==> src/rtl/uart_pkg.sv <==
// Shared encodings and helpers for the parametrised UART core.
package uart_pkg;

  localparam int PAR_NONE = 0;
  localparam int PAR_ODD  = 1;
  localparam int PAR_EVEN = 2;

  typedef enum logic [2:0] {
    TX_IDLE,
    TX_START,
    TX_DATA,
    TX_PARITY,
    TX_STOP
  } tx_state_t;

  typedef enum logic [2:0] {
    RX_IDLE,
    RX_START,
    RX_DATA,
    RX_PARITY,
    RX_STOP
  } rx_state_t;

  function automatic int frame_cycles(input int clk_div, input int data_bits,
                                      input int parity, input int stop_bits);
    return clk_div * (1 + data_bits + ((parity != PAR_NONE) ? 1 : 0) + stop_bits);
  endfunction

endpackage

==> src/rtl/uart_fifo.sv <==
// First-word fall-through FIFO; an extra pointer MSB separates full from empty.
module uart_fifo
  import uart_pkg::*;
#(
  parameter int WIDTH = 8,
  parameter int DEPTH = 8
) (
  input  logic             clk,
  input  logic             rst,
  input  logic             i_push,
  input  logic [WIDTH-1:0] i_data,
  input  logic             i_pop,
  output logic [WIDTH-1:0] o_data,
  output logic             o_full,
  output logic             o_empty
);

  localparam int AW = $clog2(DEPTH);
  localparam logic [AW:0] PTR_ONE = (AW + 1)'(1);

  logic [WIDTH-1:0] r_mem [DEPTH];
  logic [AW:0]      r_wr_ptr;
  logic [AW:0]      r_rd_ptr;
  logic             w_push_acc;
  logic             w_pop_acc;

  assign o_empty    = (r_wr_ptr == r_rd_ptr);
  assign o_full     = (r_wr_ptr[AW] != r_rd_ptr[AW]) &&
                      (r_wr_ptr[AW-1:0] == r_rd_ptr[AW-1:0]);
  assign w_pop_acc  = i_pop && !o_empty;
  // A pop in the same cycle frees the slot, so a push into a full FIFO still lands.
  assign w_push_acc = i_push && (!o_full || w_pop_acc);
  assign o_data     = o_empty ? '0 : r_mem[r_rd_ptr[AW-1:0]];

  always_ff @(posedge clk or posedge rst) begin
    if (rst) begin
      r_wr_ptr <= '0;
      r_rd_ptr <= '0;
    end else begin
      if (w_push_acc) r_wr_ptr <= r_wr_ptr + PTR_ONE;
      if (w_pop_acc)  r_rd_ptr <= r_rd_ptr + PTR_ONE;
    end
  end

  always_ff @(posedge clk) begin
    if (w_push_acc) r_mem[r_wr_ptr[AW-1:0]] <= i_data;
  end

endmodule

==> src/rtl/uart_param_core.sv <==
// UART transmitter/receiver with configurable framing and a FIFO per direction.
module uart_param_core
  import uart_pkg::*;
#(
  parameter int CLK_DIV    = 108,
  parameter int DATA_BITS  = 8,
  parameter int PARITY     = 0,
  parameter int STOP_BITS  = 1,
  parameter int FIFO_DEPTH = 8
) (
  input  logic                 clk,
  input  logic                 rst,
  input  logic                 rxd,
  output logic                 txd,
  input  logic [DATA_BITS-1:0] tx_data,
  input  logic                 tx_valid,
  output logic                 tx_ready,
  output logic [DATA_BITS-1:0] rx_data,
  output logic                 rx_valid,
  input  logic                 rx_ready,
  output logic                 rx_parity_err,
  output logic                 rx_frame_err,
  output logic                 rx_overrun,
  output logic                 tx_busy
);

  localparam int CW = $clog2(CLK_DIV);
  localparam int IW = 3;
  localparam logic [CW-1:0] CNT_ONE  = CW'(1);
  localparam logic [CW-1:0] CNT_LAST = CW'(CLK_DIV - 1);
  localparam logic [CW-1:0] CNT_HALF = CW'(CLK_DIV / 2 - 1);
  localparam logic [IW-1:0] IDX_ONE  = IW'(1);
  localparam logic [IW-1:0] IDX_DATA = IW'(DATA_BITS - 1);
  localparam logic [IW-1:0] IDX_STOP = IW'(STOP_BITS - 1);

  function automatic logic parity_bit(input logic [DATA_BITS-1:0] d);
    if (PARITY == PAR_ODD) return ~(^d);
    return ^d;
  endfunction

  // ---------------- TX ----------------
  logic                 w_txf_push;
  logic                 w_txf_full;
  logic                 w_txf_empty;
  logic [DATA_BITS-1:0] w_txf_dout;
  logic                 w_tx_pop;
  logic                 w_tx_tick;
  logic                 w_tx_bit;
  tx_state_t            r_tx_state;
  tx_state_t            w_tx_next;
  logic [CW-1:0]        r_tx_cnt;
  logic [IW-1:0]        r_tx_idx;
  logic [DATA_BITS-1:0] r_tx_data;
  logic                 r_txd;

  assign tx_ready   = !w_txf_full;
  assign w_txf_push = tx_valid && tx_ready;
  assign w_tx_tick  = (r_tx_cnt == CNT_LAST);
  assign tx_busy    = (r_tx_state != TX_IDLE) || !w_txf_empty;
  assign txd        = r_txd;

  uart_fifo #(.WIDTH(DATA_BITS), .DEPTH(FIFO_DEPTH)) u_tx_fifo (
    .clk     (clk),
    .rst     (rst),
    .i_push  (w_txf_push),
    .i_data  (tx_data),
    .i_pop   (w_tx_pop),
    .o_data  (w_txf_dout),
    .o_full  (w_txf_full),
    .o_empty (w_txf_empty)
  );

  always_ff @(posedge clk or posedge rst) begin
    if (rst) r_tx_state <= TX_IDLE;
    else     r_tx_state <= w_tx_next;
  end

  always_comb begin
    w_tx_next = r_tx_state;
    w_tx_pop  = 1'b0;
    case (r_tx_state)
      TX_IDLE: begin
        if (!w_txf_empty) begin
          w_tx_pop  = 1'b1;
          w_tx_next = TX_START;
        end
      end
      TX_START:  if (w_tx_tick) w_tx_next = TX_DATA;
      TX_DATA: begin
        if (w_tx_tick && (r_tx_idx == IDX_DATA))
          w_tx_next = (PARITY == PAR_NONE) ? TX_STOP : TX_PARITY;
      end
      TX_PARITY: if (w_tx_tick) w_tx_next = TX_STOP;
      TX_STOP: begin
        // Back-to-back frames: pop the next word on the last stop cycle, no idle gap.
        if (w_tx_tick && (r_tx_idx == IDX_STOP)) begin
          if (!w_txf_empty) begin
            w_tx_pop  = 1'b1;
            w_tx_next = TX_START;
          end else begin
            w_tx_next = TX_IDLE;
          end
        end
      end
      default: w_tx_next = TX_IDLE;
    endcase
  end

  always_comb begin
    w_tx_bit = 1'b1;
    case (r_tx_state)
      TX_START:  w_tx_bit = 1'b0;
      TX_DATA:   w_tx_bit = r_tx_data[r_tx_idx];
      TX_PARITY: w_tx_bit = parity_bit(r_tx_data);
      default:   w_tx_bit = 1'b1;
    endcase
  end

  always_ff @(posedge clk or posedge rst) begin
    if (rst) begin
      r_tx_cnt <= '0;
      r_tx_idx <= '0;
      r_txd    <= 1'b1;
    end else begin
      r_txd <= w_tx_bit;
      if ((r_tx_state == TX_IDLE) || w_tx_tick) r_tx_cnt <= '0;
      else                                      r_tx_cnt <= r_tx_cnt + CNT_ONE;
      if (w_tx_next != r_tx_state) r_tx_idx <= '0;
      else if (w_tx_tick)          r_tx_idx <= r_tx_idx + IDX_ONE;
    end
  end

  always_ff @(posedge clk) begin
    if (w_tx_pop) r_tx_data <= w_txf_dout;
  end

  // ---------------- RX ----------------
  logic                 r_rx_s1;
  logic                 r_rx_s2;
  logic                 w_rx;
  rx_state_t            r_rx_state;
  rx_state_t            w_rx_next;
  logic [CW-1:0]        r_rx_cnt;
  logic [IW-1:0]        r_rx_idx;
  logic                 r_rx_ferr;
  logic [DATA_BITS-1:0] r_rx_shift;
  logic                 r_rx_par;
  logic                 w_rx_strobe;
  logic                 w_rx_final;
  logic                 w_rx_bad_stop;
  logic                 w_rx_push;
  logic                 w_rx_push_acc;
  logic                 w_rx_par_bad;
  logic                 w_rxf_full;
  logic                 w_rxf_empty;
  logic                 r_par_err;
  logic                 r_frame_err;
  logic                 r_overrun;

  assign w_rx          = r_rx_s2;
  // START waits half a bit to land mid-bit; every later sample is a full bit apart.
  assign w_rx_strobe   = (r_rx_state == RX_START) ? (r_rx_cnt == CNT_HALF)
                                                  : (r_rx_cnt == CNT_LAST);
  assign rx_valid      = !w_rxf_empty;
  assign rx_parity_err = r_par_err;
  assign rx_frame_err  = r_frame_err;
  assign rx_overrun    = r_overrun;

  always_ff @(posedge clk or posedge rst) begin
    if (rst) begin
      r_rx_s1 <= 1'b1;
      r_rx_s2 <= 1'b1;
    end else begin
      r_rx_s1 <= rxd;
      r_rx_s2 <= r_rx_s1;
    end
  end

  always_ff @(posedge clk or posedge rst) begin
    if (rst) r_rx_state <= RX_IDLE;
    else     r_rx_state <= w_rx_next;
  end

  always_comb begin
    w_rx_next = r_rx_state;
    case (r_rx_state)
      RX_IDLE:   if (!w_rx) w_rx_next = RX_START;
      RX_START:  if (w_rx_strobe) w_rx_next = w_rx ? RX_IDLE : RX_DATA;
      RX_DATA: begin
        if (w_rx_strobe && (r_rx_idx == IDX_DATA))
          w_rx_next = (PARITY == PAR_NONE) ? RX_STOP : RX_PARITY;
      end
      RX_PARITY: if (w_rx_strobe) w_rx_next = RX_STOP;
      RX_STOP:   if (w_rx_strobe && (r_rx_idx == IDX_STOP)) w_rx_next = RX_IDLE;
      default:   w_rx_next = RX_IDLE;
    endcase
  end

  always_comb begin
    w_rx_final    = (r_rx_state == RX_STOP) && w_rx_strobe && (r_rx_idx == IDX_STOP);
    w_rx_bad_stop = w_rx_final && (!w_rx || r_rx_ferr);
    w_rx_push     = w_rx_final && !w_rx_bad_stop;
    w_rx_push_acc = w_rx_push && (!w_rxf_full || rx_ready);
    w_rx_par_bad  = (PARITY != PAR_NONE) && (r_rx_par != parity_bit(r_rx_shift));
  end

  always_ff @(posedge clk or posedge rst) begin
    if (rst) begin
      r_rx_cnt    <= '0;
      r_rx_idx    <= '0;
      r_rx_ferr   <= 1'b0;
      r_par_err   <= 1'b0;
      r_frame_err <= 1'b0;
      r_overrun   <= 1'b0;
    end else begin
      if ((r_rx_state == RX_IDLE) || w_rx_strobe) r_rx_cnt <= '0;
      else                                        r_rx_cnt <= r_rx_cnt + CNT_ONE;
      if (w_rx_next != r_rx_state) r_rx_idx <= '0;
      else if (w_rx_strobe)        r_rx_idx <= r_rx_idx + IDX_ONE;
      // Remembers a low first stop bit so the word is dropped at the final stop sample.
      if (r_rx_state == RX_IDLE)                                  r_rx_ferr <= 1'b0;
      else if ((r_rx_state == RX_STOP) && w_rx_strobe && !w_rx)   r_rx_ferr <= 1'b1;
      r_par_err   <= w_rx_push_acc && w_rx_par_bad;
      r_frame_err <= w_rx_bad_stop;
      r_overrun   <= w_rx_push && w_rxf_full && !rx_ready;
    end
  end

  always_ff @(posedge clk) begin
    if ((r_rx_state == RX_DATA) && w_rx_strobe)   r_rx_shift[r_rx_idx] <= w_rx;
    if ((r_rx_state == RX_PARITY) && w_rx_strobe) r_rx_par <= w_rx;
  end

  uart_fifo #(.WIDTH(DATA_BITS), .DEPTH(FIFO_DEPTH)) u_rx_fifo (
    .clk     (clk),
    .rst     (rst),
    .i_push  (w_rx_push),
    .i_data  (r_rx_shift),
    .i_pop   (rx_ready),
    .o_data  (rx_data),
    .o_full  (w_rxf_full),
    .o_empty (w_rxf_empty)
  );

endmodule

==> config.mk <==
export PLATFORM = sky130hd
export DESIGN_NAME = uart_param_core
export DESIGN_NICKNAME = d
export VERILOG_FILES = /design/src/rtl/uart_pkg.sv /design/src/rtl/uart_fifo.sv /design/src/rtl/uart_param_core.sv
export SDC_FILE = /design/constraint.sdc
export NUM_CORES = 1
export LEC_CHECK = 0
export CAP_MARGIN = 25
export CORE_ASPECT_RATIO = 2
export CORE_MARGIN = 3
export CORE_UTILIZATION = 50
export DETAILED_ROUTE_END_ITERATION = 6
export GPL_ROUTABILITY_DRIVEN = 0
export GPL_TIMING_DRIVEN = 0
export PLACE_DENSITY = 0.7
export SLEW_MARGIN = 20
export SYNTH_ARGS = -nofsm -noshare
export SYNTH_HDL_FRONTEND = slang
export SYNTH_SLANG_ARGS = --single-unit
==> constraint.sdc <==
create_clock -name clk -period 2.3 [get_ports clk]
set_input_delay 0.46 -clock clk [delete_from_list [all_inputs] [get_ports clk]]
set_output_delay 0.46 -clock clk [all_outputs]
set_load 0.01 [all_outputs]
# Yosys cells after proc, flatten, opt, wreduce, memory -nomap -nowiden
# Memories as Yosys holds them, arrays and structs flattened. A register that Yosys moved wholly into a read port is not among the register bits.
# Cells that the tools add are included.
# classes
muxes	37
n_addsub	8
magnitude_cmp	3
shifts	0
div_mod_pow	0
n_reduce_logical	42
multipliers	0
n_eq_ne	21
n_bitwise	0
# ops
operator	count
3-bit two-way mux	14
3-bit case mux with 5 select lines	2
1-bit logical AND	20
4-bit by 1-bit adder with 4-bit output, second input constant	4
7-bit by 1-bit adder with 7-bit output, second input constant	2
7-bit == test, second input constant	2
7-bit two-way mux	2
3-bit by 2-bit == test with 1-bit output, second input constant	4
3-bit == test, second input constant	4
3-bit logical NOT	4
1-bit two-way mux	12
8-bit bitwise mux	1
4-bit == test	2
3-bit by 4-bit < comparator with 1-bit output, second input constant	2
8-bit two-way mux	1
8-bit XOR reduction	1
7-bit by 6-bit == test with 1-bit output, second input constant	1
1-bit logical NOT	7
3-bit by 1-bit adder with 3-bit output, second input constant	2
3-bit by 1-bit == test with 1-bit output, second input constant	2
3-bit == test	2
1-bit logical OR	6
3-bit != test	2
2-bit nonzero test	3
8 further kinds	9
# word_totals
ramBits	128
latchBits	0
romBits	0
out_inout_bits	15
in_bits	13
register_bits	56
n_memories	2
wordCells	130
# mem_list
name	depth	width	read_ports	rd_ports_with_merged_regs	wr	line	rtl
u_rx_fifo.r_mem	8	8	1	0	1	uart_fifo.sv:21	logic [WIDTH-1:0] r_mem [DEPTH];
u_tx_fifo.r_mem	8	8	1	1	1	uart_fifo.sv:21	

# Depth between registers and ports, before layout
# Gate-level depths: netlist of run 1.
# depth
depth_word	10
ltp_mapped	8
ltp_nobuf	7

# Cells and area by module
# From an unflattened synthesis of run 1, not the netlist that was laid out.
# hier_totals
cells_unflattened	536
hier_area_um2	8473.1
# modules_own_cells
module	seq_area_each_um2	cells_per_inst	area_each_um2	n_inst
uart_fifo	2122.0	160	3072.9	2
uart_param_core	1285.0	216	2327.2	1

# Least setup slack after synthesis of run 1
# No wires, ideal clock.
# synth_path
path_type	register -> register
from	register r_rx_cnt[4]
to	memory u_rx_fifo.r_mem[0][0], enable pin
n_path_buf	0
required_ps	1917
path_stages_with_launch	6
setup_ps	383
setup_slack_ps	-228
synth_period_minus_slack_ps	2528
t_arrival_ps	2144
path_cell_list	dfrtp_1 -> nand4b_1 -> or4_1 -> nor4_4 -> nand3b_1 -> nor3_1
# synth_between
elab_chain_cells	10
elab_cells_between_ends	11
classes_between	2 x eq/ne; 3 x mux; 6 x reduce/logical
# synth_rtl
item	line	rtl
start, declared	uart_param_core.sv:143	logic [CW-1:0] r_rx_cnt;
start signal, assigned	uart_param_core.sv:217	else r_rx_cnt <= r_rx_cnt + CNT_ONE;
7-bit == test or 7-bit by 6-bit == test with 1-bit output (tied branches)	uart_param_core.sv:163, uart_param_core.sv:162	
1-bit two-way mux (*)	uart_param_core.sv:162	assign w_rx_strobe = (r_rx_state == RX_START) ? (r_rx_cnt == CNT_HALF)
1-bit logical AND (*) (2 in a row)	uart_param_core.sv:200	w_rx_final = (r_rx_state == RX_STOP) && w_rx_strobe && (r_rx_idx == IDX_STOP);
1-bit logical AND	uart_param_core.sv:201	w_rx_bad_stop = w_rx_final && (!w_rx || r_rx_ferr);
1-bit logical NOT	uart_param_core.sv:202	w_rx_push = w_rx_final && !w_rx_bad_stop;
1-bit logical AND (*)	uart_param_core.sv:202	
1-bit logical AND (*)	uart_fifo.sv:32	assign w_push_acc = i_push && (!o_full || w_pop_acc);
1-bit two-way mux (*)	uart_fifo.sv:46	if (w_push_acc) r_mem[r_wr_ptr[AW-1:0]] <= i_data;
1-bit two-way mux (not written as such) (*)	uart_fifo.sv:46	
end, declared	uart_fifo.sv:21	
# Mark *: on every way between the ends. The rest lies on a longest branch, timed or not.

# Worst setup path after layout of run 1
# layout_path
from	register u_rx_fifo.r_rd_ptr[0]
to	output rx_data[7]
# layout_between
elab_chain_cells	2
elab_cells_between_ends	3
classes_between	1 x eq/ne; 1 x mux; 1 x memory
# layout_rtl
item	line	rtl
start, declared	uart_fifo.sv:23	logic [AW:0] r_rd_ptr;
start signal, assigned	uart_fifo.sv:41	if (w_pop_acc) r_rd_ptr <= r_rd_ptr + PTR_ONE;
memory 8 x 8 bit or 4-bit == test (tied branches)	-	
8-bit two-way mux (*)	uart_fifo.sv:33	assign o_data = o_empty ? '0 : r_mem[r_rd_ptr[AW-1:0]];
end, declared	uart_param_core.sv:18	output logic [DATA_BITS-1:0] rx_data,
# Marks and branches as above.

==> reports/summary.md, run 1 <==
The most used flip-flop cell after synthesis was edfxtp_1. The net count of the finished layout is 621. The data arrival time of the worst path came out at 2020 ps.

The first routing iteration left 324 violations. The run finished, with violations left. The most common cell in the netlist is edfxtp_1.

The length of the first detailed-routing pass in iterations was 6. The first global-routing pass estimated 25,600 um of wire. The checks that failed: negative setup slack. Summing the sequential cell areas from Yosys gives 67.9% of the chip area.

The tools report the initial cell density of the core as 51.3%. The slew at the pin closest to its max-slew limit was 894 ps. The overall overflow remaining after global route is 0.

In this run the clock root is driven by a clkbuf_16. The synthesized design contains 144 enable-type register cells. The via density per instance came out at 5.64. By count the netlist is led by edfxtp_1 (144), nor2_1 (55), dfrtp_1 (45). The layout overhead on the synthesized area works out to 21.1%. The average instance in the mapped netlist occupies 15.7 um2. The clock reaches the later pin of the worst-skew pair after 430 ps. In the final layout, the share of cells above drive strength 1 is 25.7%. The clock transition at the register clock pins on the worst setup and hold paths after CTS came out at 70 ps.

The total negative slack for setup checks was -1260 ps; the flip-flop and latch count after synthesis was 192. The top cell type by area accounts for 53.1% of the synthesized area. Global routing used 19.4% of the available tracks across all layers.

The number of core rows was 65. The reported max-cap violation count was 0; the synthesized-area fraction occupied by and/or/nand/nor cells was 9.16%. After filler insertion, the fill cell instance count of the layout stands at 1,150.

The detail route stage leaves a number of antenna-violating nets equal to 0. The minimum clock period after layout was 2480 ps; the footprint of the flip-flops and latches was 5530 um2. Detailed-route via count: 4,565. For the total clock sinks, the log shows 192. The area of the die is 17,900 um2. TritonCTS created 17 clock buffers. The required arrival time at the worst endpoint is 1840 ps. After synthesis, the share of flip-flops with an asynchronous set or reset is 25.0%. The floorplan step set the die width to 96.2 um. The slack of the worst reg-to-reg path was -40 ps. The cell depth of the worst flop-to-flop path works out to 8. In this run the worst setup path terminates at rx_data[7].

The total of warnings raised by yosys is 0. The setup path with the least slack is of type reg -> out. Pin placement for this block handled 28 I/O pins.

For the placed wire-length estimate after detailed placement, the log shows 10,700 um. The count of pins over their slew limit came out at 0. For the relative max-transition margin, the log shows 40.2%. The number of antenna diodes is 0. Entering global routing, the biggest net connects 31 pins.

After layout, the worst path uses 108% of the clock period. The library cell with the largest summed area after synthesis was edfxtp_1. Across the VDD grid, the largest voltage drop is 0.947 mV. The ratio of total power to cell area works out to 1080 nW/um2.

The setup slack after layout is -184 ps. TritonCTS built the clock tree. The worst register-to-register path begins at r_rx_cnt[4].

The clock tree synthesis step divided the H-tree into 4 levels. The fraction of synthesized area in multiplexers is 12.2%. STA classifies the critical path endpoint as an output pin. For the number of antenna violations at the first check in global routing, the log shows 0. Sorting the synthesized cells by area gives the leading types as edfxtp_1 (53%), dfrtp_1 (14%), mux4_2 (9.4%).

Synthesis produced 518 cells. After floorplanning, the core was sized to cover 15,900 um2. Post-placement cell count: 747. The netlist area before placement is 8140 um2. The endpoint of the worst-slack reg-to-reg timing path is u_rx_fifo.r_mem[0][4]. The xor/xnor cell area share of the yosys netlist was 4.09%.

For the number of non-filler instances in the completed layout, the log shows 809. Counting along the longest clock path gives a buffer depth of 2. Clock skew on the completed layout was measured at 10.2 ps. Synthesized netlist net count: 543. Summing all multi-input logic gate instances after layout gives 2600 um2. Setup repair after global routing could not meet its margin everywhere. For the number of distinct library cell variants in the gate-level netlist after synthesis, the log shows 49. Summing the areas of all fa, ha and maj instances in the mapped netlist gives 1.84% of the synthesized area.

For this run, design rule violations remaining after detail routing come to 0. Worst setup path startpoint: u_rx_fifo.r_rd_ptr[0]. The final count of hold timing violations is 0, and the floorplan die height is 186 um. Across all hold checks on the routed design, the worst slack comes to 351 ps. Via count of the first global-routing pass: 4,878.

The startpoint class of the critical path is a flip-flop. The fraction of the mapped netlist area in compound gates is 2.83%. For this block, the routed nets add up to 16,100 um of wire. The average wire length per cell after detail routing was 19.9 um; the number of buffer cells added on primary ports was 26. Setup violations remaining at the end of the flow were counted as 17. The class of the tightest hold or removal check is in -> async. The analysis attributes to cell leakage a power of 3.52 nW. Top fanout value on the critical path: 6.

By area, the combinational part of the netlist is dominated by multiplexers. The achievable frequency is 0.403 GHz.
area by class of cell:
cell class	instances	share of cell area (%)
repair buffers	63	6.46
flip-flops and latches	192	56.1
plain buffers	20	1.65
inverters	13	0.520
clock inverters	14	2.01
multi-input cells	289	26.4
clock buffers	17	4.32
well taps	201	2.55
critical path, cell delays in order (launching register included):
cell,delay (ps)
dfrtp_1,400
buf_12,160
buf_12,130
buf_6,90
mux4_2,490
mux2i_1,140
nor2_1,60
buf_2,130
cell usage in the layout (no fill, tap or decap), types with 5 or more instances in the layout:
cell               n
clkbuf_16         17
a21oi_1           12
inv_1             11
xor2_1            13
nor2_4             5
nand2b_1           7
clkbuf_1           9
dfrtp_1           43
nor2b_1            5
nand4_1            8
nor3_1             9
buf_2             10
buf_4             24
and2_1             5
buf_12            10
mux2i_1           16
ha_1              12
nor2_1            46
o21ai_0            5
mux4_2            34
nand3_1           16
nand2_1           21
xnor2_1           21
clkdlybuf4s50_1   15
edfxtp_1         144
buf_6              8
logic make-up after synthesis:
kind of cell / Yosys count
flops: 192
compound gates: 33
simple gates: 149
mux: 56
buf+inv: 37
other cells: 1
xor+xnor: 38
fa+ha+maj: 12
metal layers:
| layer | GRT usage, % | share of wire (%) | wire length (um) |
|---|---|---|---|
| met5 | 0 | 0 | 0 |
| met4 | 9.38 | 2.9 | 472 |
| met3 | 3.79 | 2.5 | 408 |
| met2 | 37.6 | 62 | 10000 |
| met1 | 18.1 | 32 | 5230 |
worst min-delay path by stage:
| stage | start | end | slack, ps |
|---|---|---|---|
| floorplan | r_rx_s1 | r_rx_s2 | 350 |
| global placement | r_rx_s1 | r_rx_s2 | 350 |
| detailed placement | r_rx_s1 | r_rx_s2 | 350 |
| CTS | rst | u_tx_fifo.r_rd_ptr[2] | 350 |
| global route | rst | u_tx_fifo.r_rd_ptr[2] | 370 |
| finish | rst | u_tx_fifo.r_rd_ptr[2] | 350 |
stage by stage:
| step | util [%] | total power, mW | instance area [um2] | worst slack, ps |
|---|---|---|---|---|
| 5_1_grt | 62.2 | 11.1 | 9860 | -250 |
| 3_3_place_gp | 54.6 | 7.12 | 8660 | -671 |
| 6_report | 62.2 | 10.6 | 9860 | -184 |
| 2_1_floorplan | - | 6.36 | 8150 | -20.9 |
| 4_1_cts | 61.2 | 10.6 | 9710 | -217 |
| 3_5_place_dp | 54.9 | 7.23 | 8700 | -746 |
report_power, final:
part | switching [mW] | leakage [nW] | internal, mW
combinational | 1.50 | 1.32 | 1.65
sequential | 0.222 | 1.90 | 4.17
clock | 1.33 | 0.300 | 1.75
total | 3.05 | 3.52 | 7.57
registers in the layout, summed over array words and instances (netlist names), 7 cells and up:
register	count
u_rx_fifo.r_mem	64
u_tx_fifo.r_mem	64
r_rx_cnt	7
r_tx_data	8
r_tx_cnt	7
r_rx_shift	8
what timing repair did:
item / 4_1_cts / 5_1_grt
resized for setup: 85 / 14
endpoints found under the setup margin: 117 / 88
gates cloned: 1 / 0
hold buffers: 0 / 0
pin swaps: 8 / 9
buffers inserted: 22 / 12
Power figures use the tool's default switching activity.
==> run 2, diff against run 1 <==
Settings changed: HOLD_SLACK_MARGIN from default to 0.03.
==> results of run 2 <==
Final layout, timing and power as in run 1 (identical DEF).
==> run 3, diff against run 2 <==
Settings changed: CAP_MARGIN 25 to default.
==> results of run 3 <==
Final layout, timing and power as in run 1 (identical DEF).
